**src/rtl/riscv_core_pc_pkg.sv**
```systemverilog
// riscv_core_pc_pkg
// Shared definitions for the fetch-stage PC generator and its return-address
// stack: the next-PC source encoding, the default reset PC and the RISC-V
// link-register indices used by the call/return predecoder.
package riscv_core_pc_pkg;

  // Source that produced the next fetch PC, highest priority first.
  typedef enum logic [2:0] {
    RECOVER = 3'd0,
    HOLD    = 3'd1,
    RAS     = 3'd2,
    BP      = 3'd3,
    SEQ     = 3'd4
  } pc_src_e;

  localparam logic [31:0] DEFAULT_RESET_PC = 32'h0000_0000;

  // x1 (ra) and x5 (t0) are the architectural link registers.
  localparam logic [4:0] LINK_REG_X1 = 5'd1;
  localparam logic [4:0] LINK_REG_X5 = 5'd5;

  // True when a register index names one of the link registers.
  function automatic logic is_link_reg(input logic [4:0] idx);
    return (idx == LINK_REG_X1) || (idx == LINK_REG_X5);
  endfunction

endpackage

```
**src/rtl/riscv_core_ras.sv**
```systemverilog
// riscv_core_ras
// Speculative circular return-address stack. The pointer addresses the next
// free slot; the occupancy count saturates at RAS_DEPTH so that deep call
// chains overwrite the oldest entry instead of stalling. A restore reloads
// pointer and count from a pipeline checkpoint but leaves the entries alone.
// Ports:
//   clk, rst_n   clock and asynchronous active-low reset
//   push         write push_data at ptr and advance
//   pop          retreat ptr (ignored while empty)
//   push_data    return address to record
//   restore      load restore_ptr / restore_cnt (overrides push/pop)
//   top          entry at ptr-1
//   ptr, cnt     current pointer and occupancy
//   empty        cnt == 0
module riscv_core_ras
  import riscv_core_pc_pkg::*;
#(
  parameter int RAS_DEPTH = 8,
  parameter int ADDRLEN   = 32,
  localparam int PTRW     = $clog2(RAS_DEPTH),
  localparam int CNTW     = $clog2(RAS_DEPTH + 1)
) (
  input  logic               clk,
  input  logic               rst_n,
  input  logic               push,
  input  logic               pop,
  input  logic [ADDRLEN-1:0] push_data,
  input  logic               restore,
  input  logic [PTRW-1:0]    restore_ptr,
  input  logic [CNTW-1:0]    restore_cnt,
  output logic [ADDRLEN-1:0] top,
  output logic [PTRW-1:0]    ptr,
  output logic [CNTW-1:0]    cnt,
  output logic               empty
);

  logic [ADDRLEN-1:0] entries [RAS_DEPTH];
  logic [PTRW-1:0]    ptr_q;
  logic [CNTW-1:0]    cnt_q;
  logic [PTRW-1:0]    top_idx;

  // Depth is a power of two, so pointer arithmetic wraps for free.
  assign top_idx = ptr_q - PTRW'(1);
  assign top     = entries[top_idx];
  assign ptr     = ptr_q;
  assign cnt     = cnt_q;
  assign empty   = (cnt_q == '0);

  // A simultaneous push and pop (call that is also a return) replaces the
  // top entry in place; with an empty stack it degenerates to a plain push.
  always_ff @(posedge clk or negedge rst_n) begin
    if (!rst_n) begin
      ptr_q <= '0;
      cnt_q <= '0;
      for (int i = 0; i < RAS_DEPTH; i++) begin
        entries[i] <= '0;
      end
    end else if (restore) begin
      ptr_q <= restore_ptr;
      cnt_q <= restore_cnt;
    end else if (push && pop && !empty) begin
      entries[top_idx] <= push_data;
    end else if (push) begin
      entries[ptr_q] <= push_data;
      ptr_q          <= ptr_q + PTRW'(1);
      if (cnt_q != CNTW'(RAS_DEPTH)) begin
        cnt_q <= cnt_q + CNTW'(1);
      end
    end else if (pop && !empty) begin
      ptr_q <= top_idx;
      cnt_q <= cnt_q - CNTW'(1);
    end
  end

endmodule

```
**src/rtl/riscv_core_fetch_pc_gen.sv**
```systemverilog
// riscv_core_fetch_pc_gen
// Fetch-stage PC generator. Holds the fetch PC and picks the next one from
// EX recovery, the return-address stack, the BTB/BHT prediction or the
// sequential increment (+2 compressed, +4 otherwise). Bit 0 of the next PC
// is always cleared.
// Ports:
//   i_clk, i_rst_n                 clock, asynchronous active-low reset
//   i_stall                        hold PC and RAS
//   i_misprediction                EX redirect (beats stall)
//   i_recovered_addr/_ras_ptr/_cnt redirect target and RAS checkpoint
//   i_bp_valid/_taken/_predicted_addr  BTB/BHT prediction for o_pc
//   i_is_compressed/_call/_ret     predecode of the instruction at o_pc
//   o_pc, o_next_pc, o_pc_src      current PC, next PC and its source
//   o_ras_ptr, o_ras_cnt           RAS checkpoint travelling with o_pc
module riscv_core_fetch_pc_gen
  import riscv_core_pc_pkg::*;
#(
  parameter int                 ADDRLEN   = 32,
  parameter logic [ADDRLEN-1:0] RESET_PC  = ADDRLEN'(DEFAULT_RESET_PC),
  parameter int                 RAS_DEPTH = 8,
  localparam int                PTRW      = $clog2(RAS_DEPTH),
  localparam int                CNTW      = $clog2(RAS_DEPTH + 1)
) (
  input  logic               i_clk,
  input  logic               i_rst_n,
  input  logic               i_stall,
  input  logic               i_misprediction,
  input  logic [ADDRLEN-1:0] i_recovered_addr,
  input  logic [PTRW-1:0]    i_recovered_ras_ptr,
  input  logic [CNTW-1:0]    i_recovered_ras_cnt,
  input  logic               i_bp_valid,
  input  logic               i_bp_taken,
  input  logic [ADDRLEN-1:0] i_bp_predicted_addr,
  input  logic               i_is_compressed,
  input  logic               i_is_call,
  input  logic               i_is_ret,
  output logic [ADDRLEN-1:0] o_pc,
  output logic [ADDRLEN-1:0] o_next_pc,
  output pc_src_e            o_pc_src,
  output logic [PTRW-1:0]    o_ras_ptr,
  output logic [CNTW-1:0]    o_ras_cnt
);

  logic [ADDRLEN-1:0] pc;
  logic [ADDRLEN-1:0] seq_pc;
  logic [ADDRLEN-1:0] next_raw;
  logic [ADDRLEN-1:0] ras_top;
  logic               ras_empty;
  logic               push;
  logic               pop;

  assign seq_pc = pc + (i_is_compressed ? ADDRLEN'(2) : ADDRLEN'(4));

  // Stack only moves when the fetch actually advances and is not squashed.
  assign push = i_is_call & ~i_stall & ~i_misprediction;
  assign pop  = i_is_ret  & ~i_stall & ~i_misprediction;

  riscv_core_ras #(
    .RAS_DEPTH (RAS_DEPTH),
    .ADDRLEN   (ADDRLEN)
  ) u_ras (
    .clk         (i_clk),
    .rst_n       (i_rst_n),
    .push        (push),
    .pop         (pop),
    .push_data   (seq_pc),
    .restore     (i_misprediction),
    .restore_ptr (i_recovered_ras_ptr),
    .restore_cnt (i_recovered_ras_cnt),
    .top         (ras_top),
    .ptr         (o_ras_ptr),
    .cnt         (o_ras_cnt),
    .empty       (ras_empty)
  );

  // A return against an empty stack has no usable target, so it falls
  // through to the BTB or sequential path.
  always_comb begin
    next_raw = seq_pc;
    o_pc_src = SEQ;
    if (i_misprediction) begin
      next_raw = i_recovered_addr;
      o_pc_src = RECOVER;
    end else if (i_stall) begin
      next_raw = pc;
      o_pc_src = HOLD;
    end else if (i_is_ret && !ras_empty) begin
      next_raw = ras_top;
      o_pc_src = RAS;
    end else if (i_bp_valid && i_bp_taken) begin
      next_raw = i_bp_predicted_addr;
      o_pc_src = BP;
    end
  end

  assign o_next_pc = next_raw & ~ADDRLEN'(1);
  assign o_pc      = pc;

  always_ff @(posedge i_clk or negedge i_rst_n) begin
    if (!i_rst_n) begin
      pc <= RESET_PC;
    end else begin
      pc <= o_next_pc;
    end
  end

endmodule
```
**config.mk**
```make
export PLATFORM = sky130hd
export DESIGN_NAME = riscv_core_fetch_pc_gen
export DESIGN_NICKNAME = d
export VERILOG_FILES = /design/src/rtl/riscv_core_pc_pkg.sv /design/src/rtl/riscv_core_ras.sv /design/src/rtl/riscv_core_fetch_pc_gen.sv
export SDC_FILE = /design/constraint.sdc
export NUM_CORES = 1
export LEC_CHECK = 0
export ABC_CLOCK_PERIOD_IN_PS = 4150
export BUFFER_PORTS_ARGS = -buffer_cell sky130_fd_sc_hd__buf_2
export CAP_MARGIN = 20
export CORE_ASPECT_RATIO = 0.8
export CORE_MARGIN = 5
export CORE_UTILIZATION = 55
export DETAILED_ROUTE_END_ITERATION = 8
export PLACE_DENSITY = 0.82
export SYNTH_ARGS = -nofsm -noshare
export SYNTH_HDL_FRONTEND = slang
export SYNTH_SLANG_ARGS = --single-unit
```
**constraint.sdc**
```tcl
create_clock -name i_clk -period 4.15 [get_ports i_clk]
set_clock_uncertainty 0.05 [all_clocks]
set_input_delay 0.415 -clock i_clk [delete_from_list [all_inputs] [get_ports i_clk]]
set_output_delay 0.415 -clock i_clk [all_outputs]
set_load 0.01 [all_outputs]
```
After elaboration in Yosys (flattened, before gate mapping):

Index checks and enable logic that the tools add are counted.

* $add $sub $neg: 5
* magnitude comparators: 4
* equal/unequal tests: 3
* multiplexer cells: 29
* bitwise logic cells: 8
* reduce and logical (&&, ||, !) cells: 14

Operators with widths (number)
* 256-bit bitwise mux: 2
* 256-bit two-way mux: 2
* 32-bit two-way mux: 8
* 32-bit demux with 3-bit select: 2
* 32-bit binary-select mux with 3-bit select: 1
* 32-bit by 3-bit adder with 32-bit output: 1
* 3-bit two-way mux: 9
* 4-bit two-way mux: 5
* 4-bit >= comparator (second input constant): 2
* 4-bit by 1-bit less-than comparator with 1-bit output (second input constant): 2
* 3-bit NOT with 4-bit output: 2
* 1-bit logical AND: 7
* 4-bit by 1-bit adder with 4-bit output (second input constant): 1
* 1-bit AND: 4
* 4-bit logical NOT: 1
* 4-bit inequality test (second input constant): 1
* 2-bit AND reduction: 2
* 4-bit by 1-bit subtractor with 4-bit output (second input constant): 1
* 3-bit by 1-bit adder with 3-bit output (second input constant): 1
* 3-bit inequality test (second input constant): 1
* 3-bit AND reduction: 1
* 3-bit nonzero test: 1
* 3-bit by 1-bit subtractor with 3-bit output (second input constant): 1
* 2-bit inequality test (second input constant): 1
* 3 further kinds: 4

* flip-flop bits (word level): 294
* bits of input ports: 80
* output and inout bits: 74
* logic and storage cells: 74

Longest topological paths before layout:

* depth in word-level cells: 8
* mapped depth: 12
* mapped depth without buffers: 9

By module:

Synthesis repeated with hierarchy kept, for this count alone.

* cell total of the unflattened synthesis: 1229
* area, all modules: 14979.4 um2

Modules (own cells, without submodules)
* riscv_core_ras: times used 1, cells each 851, area an instance 12102.9 um2, sequential area each 6581.3 um2
* riscv_core_fetch_pc_gen: times used 1, cells each 378, area an instance 2876.5 um2, sequential area each 775.7 um2

Least setup slack after synthesis:

No wires, ideal clock.

* kind: reg2out
* start: reg u_ras.ptr_q[0] (netlist: u_ras.ptr[0])
* end: out o_next_pc[2]
* arrival: 3.167 ns
* path slack: 0.518 ns
* cell stages (with the launch flop): 13
* path through: dfrtp_1 inv_1 clkbuf_1 clkbuf_1 ha_1 xnor2_1 clkbuf_1 buf_1 buf_1 nand2_1 a21oi_1 nor3_1 a211oi_1

* longest elaborated chain between the ends: 8

RTL lines
* start: declaration: RTL line riscv_core_ras.sv:38 `logic [PTRW-1:0] ptr_q;`
* start signal: assignment: RTL line riscv_core_ras.sv:59 `ptr_q <= restore_ptr;`
* start signal: assignment: RTL line riscv_core_ras.sv:65 `ptr_q <= ptr_q + PTRW'(1);`
* start signal: assignment: RTL line riscv_core_ras.sv:70 `ptr_q <= top_idx;`
* 3-bit by 1-bit subtractor with 3-bit output: RTL line riscv_core_ras.sv:43 `assign top_idx = ptr_q - PTRW'(1);`
* 3-bit NOT with 4-bit output (not written as such): RTL line riscv_core_ras.sv:44 `assign top = entries[top_idx];`
* 32-bit binary-select mux with 3-bit select: RTL line riscv_core_ras.sv:44
* 32-bit two-way mux (not written as such) (2 in series): RTL line riscv_core_ras.sv:44
* 32-bit two-way mux: RTL line riscv_core_fetch_pc_gen.sv:87 `end else if (i_is_ret && !ras_empty) begin`
* 32-bit two-way mux: RTL line riscv_core_fetch_pc_gen.sv:84 `end else if (i_stall) begin`
* 32-bit two-way mux: RTL line riscv_core_fetch_pc_gen.sv:81 `if (i_misprediction) begin`
* end: declaration: RTL line riscv_core_fetch_pc_gen.sv:38 `output logic [ADDRLEN-1:0] o_next_pc,`

Every way passes these cells. The select of a mux whose other input is x is not followed.

Final worst setup path:

* start: reg u_ras.ptr_q[1] (netlist: u_ras.ptr[1])
* end: out o_next_pc[28]

The elaborated chain is that of the path after synthesis.

==> flow_summary.json <==
{
  "cts_buffers": 30,
  "power.total_mw": 11.4,
  "vias_per_cell": 6.49,
  "setup_tns_ns": 0,
  "hpwl_um": 32200,
  "core_area_sq_um": 25300,
  "worst-r2r-setup-slack_ns": 0.61,
  "vias": 12992,
  "io_pins": 154,
  "drv_slew": 0,
  "ys.flop_type": "dfrtp_1",
  "r2r-start": "u_ras.ptr[1]$_DFFE_PN0P_",
  "grt_overflow": 0,
  "placementRows": 52,
  "nets": 1744,
  "fin_crit_sh": 0.974,
  "synth-seq-cells": 286,
  "die_h_um": 153,
  "fmax_mhz": 248,
  "worst_pin_slew_ns": 1.08,
  "synth.largest_area_cell": "dfrtp_1",
  "synth_top_cells_by_area": "dfrtp_1 (51%), a21oi_1 (7.0%), nor2_1 (5.2%)",
  "power_density_nw_per_um2": 689,
  "drc": 0,
  "cts_tree": "built",
  "r2r_cells": 8,
  "antenna_found_initial": 0,
  "netlist_area_sq_um": 14100,
  "postRouteAntennaNets": 0,
  "critPathMaxFanout": 40,
  "ir_drop_v": 0.000392,
  "grt_use_total": 0.317,
  "hold_class": "input pin to flop",
  "period_needed_ns": 4.04,
  "whs_path_depth": 3,
  "grt_pass1_vias": 12762,
  "max-cap-violations": 0,
  "root_buffer": "clkbuf_16",
  "synth_edf_count": 0,
  "end_kind": "output pin",
  "rsz0062_at_grt": "false",
  "cp-start-kind": "flop",
  "start_util": 0.559,
  "yosysSeqAreaShare": 0.506,
  "finalHoldViolations": 0,
  "htreeDepth": 1,
  "clk_path_buf_depth": 3,
  "dieArea_sq_um": 29000,
  "antenna_cells": 0,
  "firstDrtPassIters": 6,
  "die_w_um": 189,
  "cts.sinks": 286,
  "r2r_end": "u_ras.entries[194]$_DFFE_PN0P_",
  "slew-limit-headroom": 0.278,
  "hold_end": "u_ras.cnt[0]$_DFFE_PN0P_",
  "path_clk_slew_ns": 0.06,
  "avgSynthCellArea_sq_um": 9.38,
  "synth_warnings": 0,
  "synth.distinct_cells": 69,
  "ys_async_sr_fraction": 1.00,
  "synth_top_area_frac": 0.506,
  "gp_congestion": 0.963,
  "synthCells": 1507,
  "leakagePower_nw": 7.32,
  "n_fill_cell": 1947,
  "crit_type": "flop to output pin",
  "clock_latency_ns": 0.57,
  "hold_start": "i_recovered_ras_cnt[0]",
  "synth.most_common_cell": "dfrtp_1",
  "worst_ep_required_time_ns": 3.68,
  "outcome": "complete, no violations",
  "port_buffers": 149,
  "drt_iter0_drc": 1287,
  "grt_max_degree": 123,
  "arrival_ns": 3.58,
  "grt_pass1_wl_um": 72900,
  "synthToLayoutAreaGrowth_pct": 17.3,
  "drive_gt1_frac": 0.205,
  "setup_viol": 0,
  "finalWirelength_um": 47100,
  "routedWlPerCell_um": 23.5,
  "synthTopCellsByCount": "dfrtp_1 (286), a21oi_1 (198), nor2_1 (195)"
}
worst max-delay path by stage:
stage / startpoint / end / slack, ns / depth (start not counted)
finish: u_ras.ptr[1]$_DFFE_PN0P_ / o_next_pc[28] / 0.11 / 9
CTS: u_ras.ptr[1]$_DFFE_PN0P_ / o_next_pc[11] / 0.008 / 9
floorplan: u_ras.ptr[0]$_DFFE_PN0P_ / o_next_pc[2] / 0.52 / 12
global route: u_ras.ptr[1]$_DFFE_PN0P_ / o_next_pc[28] / 0.01 / 9
detailed placement: u_ras.ptr[1]$_DFFE_PN0P_ / u_ras.entries[194]$_DFFE_PN0P_ / 0.52 / 8
global placement: u_ras.ptr[1]$_DFFE_PN0P_ / u_ras.entries[194]$_DFFE_PN0P_ / 0.60 / 8
cell type report:
cell class | instances | area (sq um) | area share
Timing Repair Buffer | 231 | 1420 | 0.0858
Multi-Input combinational cell | 1091 | 6590 | 0.397
Sequential cell | 286 | 7160 | 0.432
Clock inverter | 11 | 96.3 | 0.00581
Tap cell | 324 | 405 | 0.0244
Clock buffer | 42 | 856 | 0.0516
Inverter | 16 | 62.6 | 0.00377
power breakdown:
group	total, mW	internal (mW)	switching (mW)
Clock	2.61	1.49	1.12
Combinational	4.02	1.69	2.33
Sequential	4.81	4.01	0.792
Total	11.4	7.20	4.24
registers in the layout, summed over array words and instances, names as in the netlist:
| name | flops |
|---|---|
| o_pc | 31 |
| u_ras.entries | 248 |
| u_ras.cnt | 4 |
| u_ras.ptr | 3 |
timing repair:
action	in CTS	in global routing
setup endpoints to repair	1	10
resized for setup	1	1
setup buffers	0	4
endpoints found under the hold margin	118	0
hold buffers	1	0
through the flow:
step | hold WS [ns] | cell area [sq um] | setup slack (ns) | cells | util
floorplan | 0.0694 | 14100 | 0.518 | 1508 | -
global placement | 0.406 | 15600 | 0.601 | 1943 | 0.616
detailed placement | 0.417 | 15600 | 0.523 | 1943 | 0.616
CTS | 0.0128 | 16500 | 0.00842 | 1997 | 0.654
global route | 0.0435 | 16600 | 0.0147 | 2001 | 0.655
finish | 0.0205 | 16600 | 0.110 | 2001 | 0.655
metal layers:
metal,vias to the layer above,wire (um),global-route usage
li1,5705,-,-
met1,6240,18200,0.430
met2,907,20700,0.485
met3,140,6420,0.107
met4,0,1700,0.110
met5,-,0,0
kinds of logic after synthesis:
kind of cell,Yosys count,share of synthesized area
mux,90,0.0810
fa+ha+maj,8,0.00814
xor+xnor,26,0.0161
compound gates,481,0.201
other cells,1,0.000265
buf+inv,131,0.0373
flops,286,0.506
simple gates,484,0.150
worst max-delay path: stages (launching register included):
cell,delay [ns]
dfrtp_1,0.43
inv_1,0.18
ha_4,0.46
buf_12,0.27
mux2i_1,0.27
mux2i_1,0.11
mux2_2,0.29
o41ai_1,0.44
o311ai_0,0.32
buf_2,0.23
cell usage in the layout, fill, tap and decap left out, types with 25 or more instances in the layout:
cell type	n
o21ai_0	129
buf_2	148
mux2_2	25
nand3_1	31
nor2_1	195
dfrtp_1	285
nand2_1	159
buf_4	77
a21oi_1	194
mux2i_1	48
clkbuf_16	30
No activity file was read; power rests on OpenSTA's default activity.
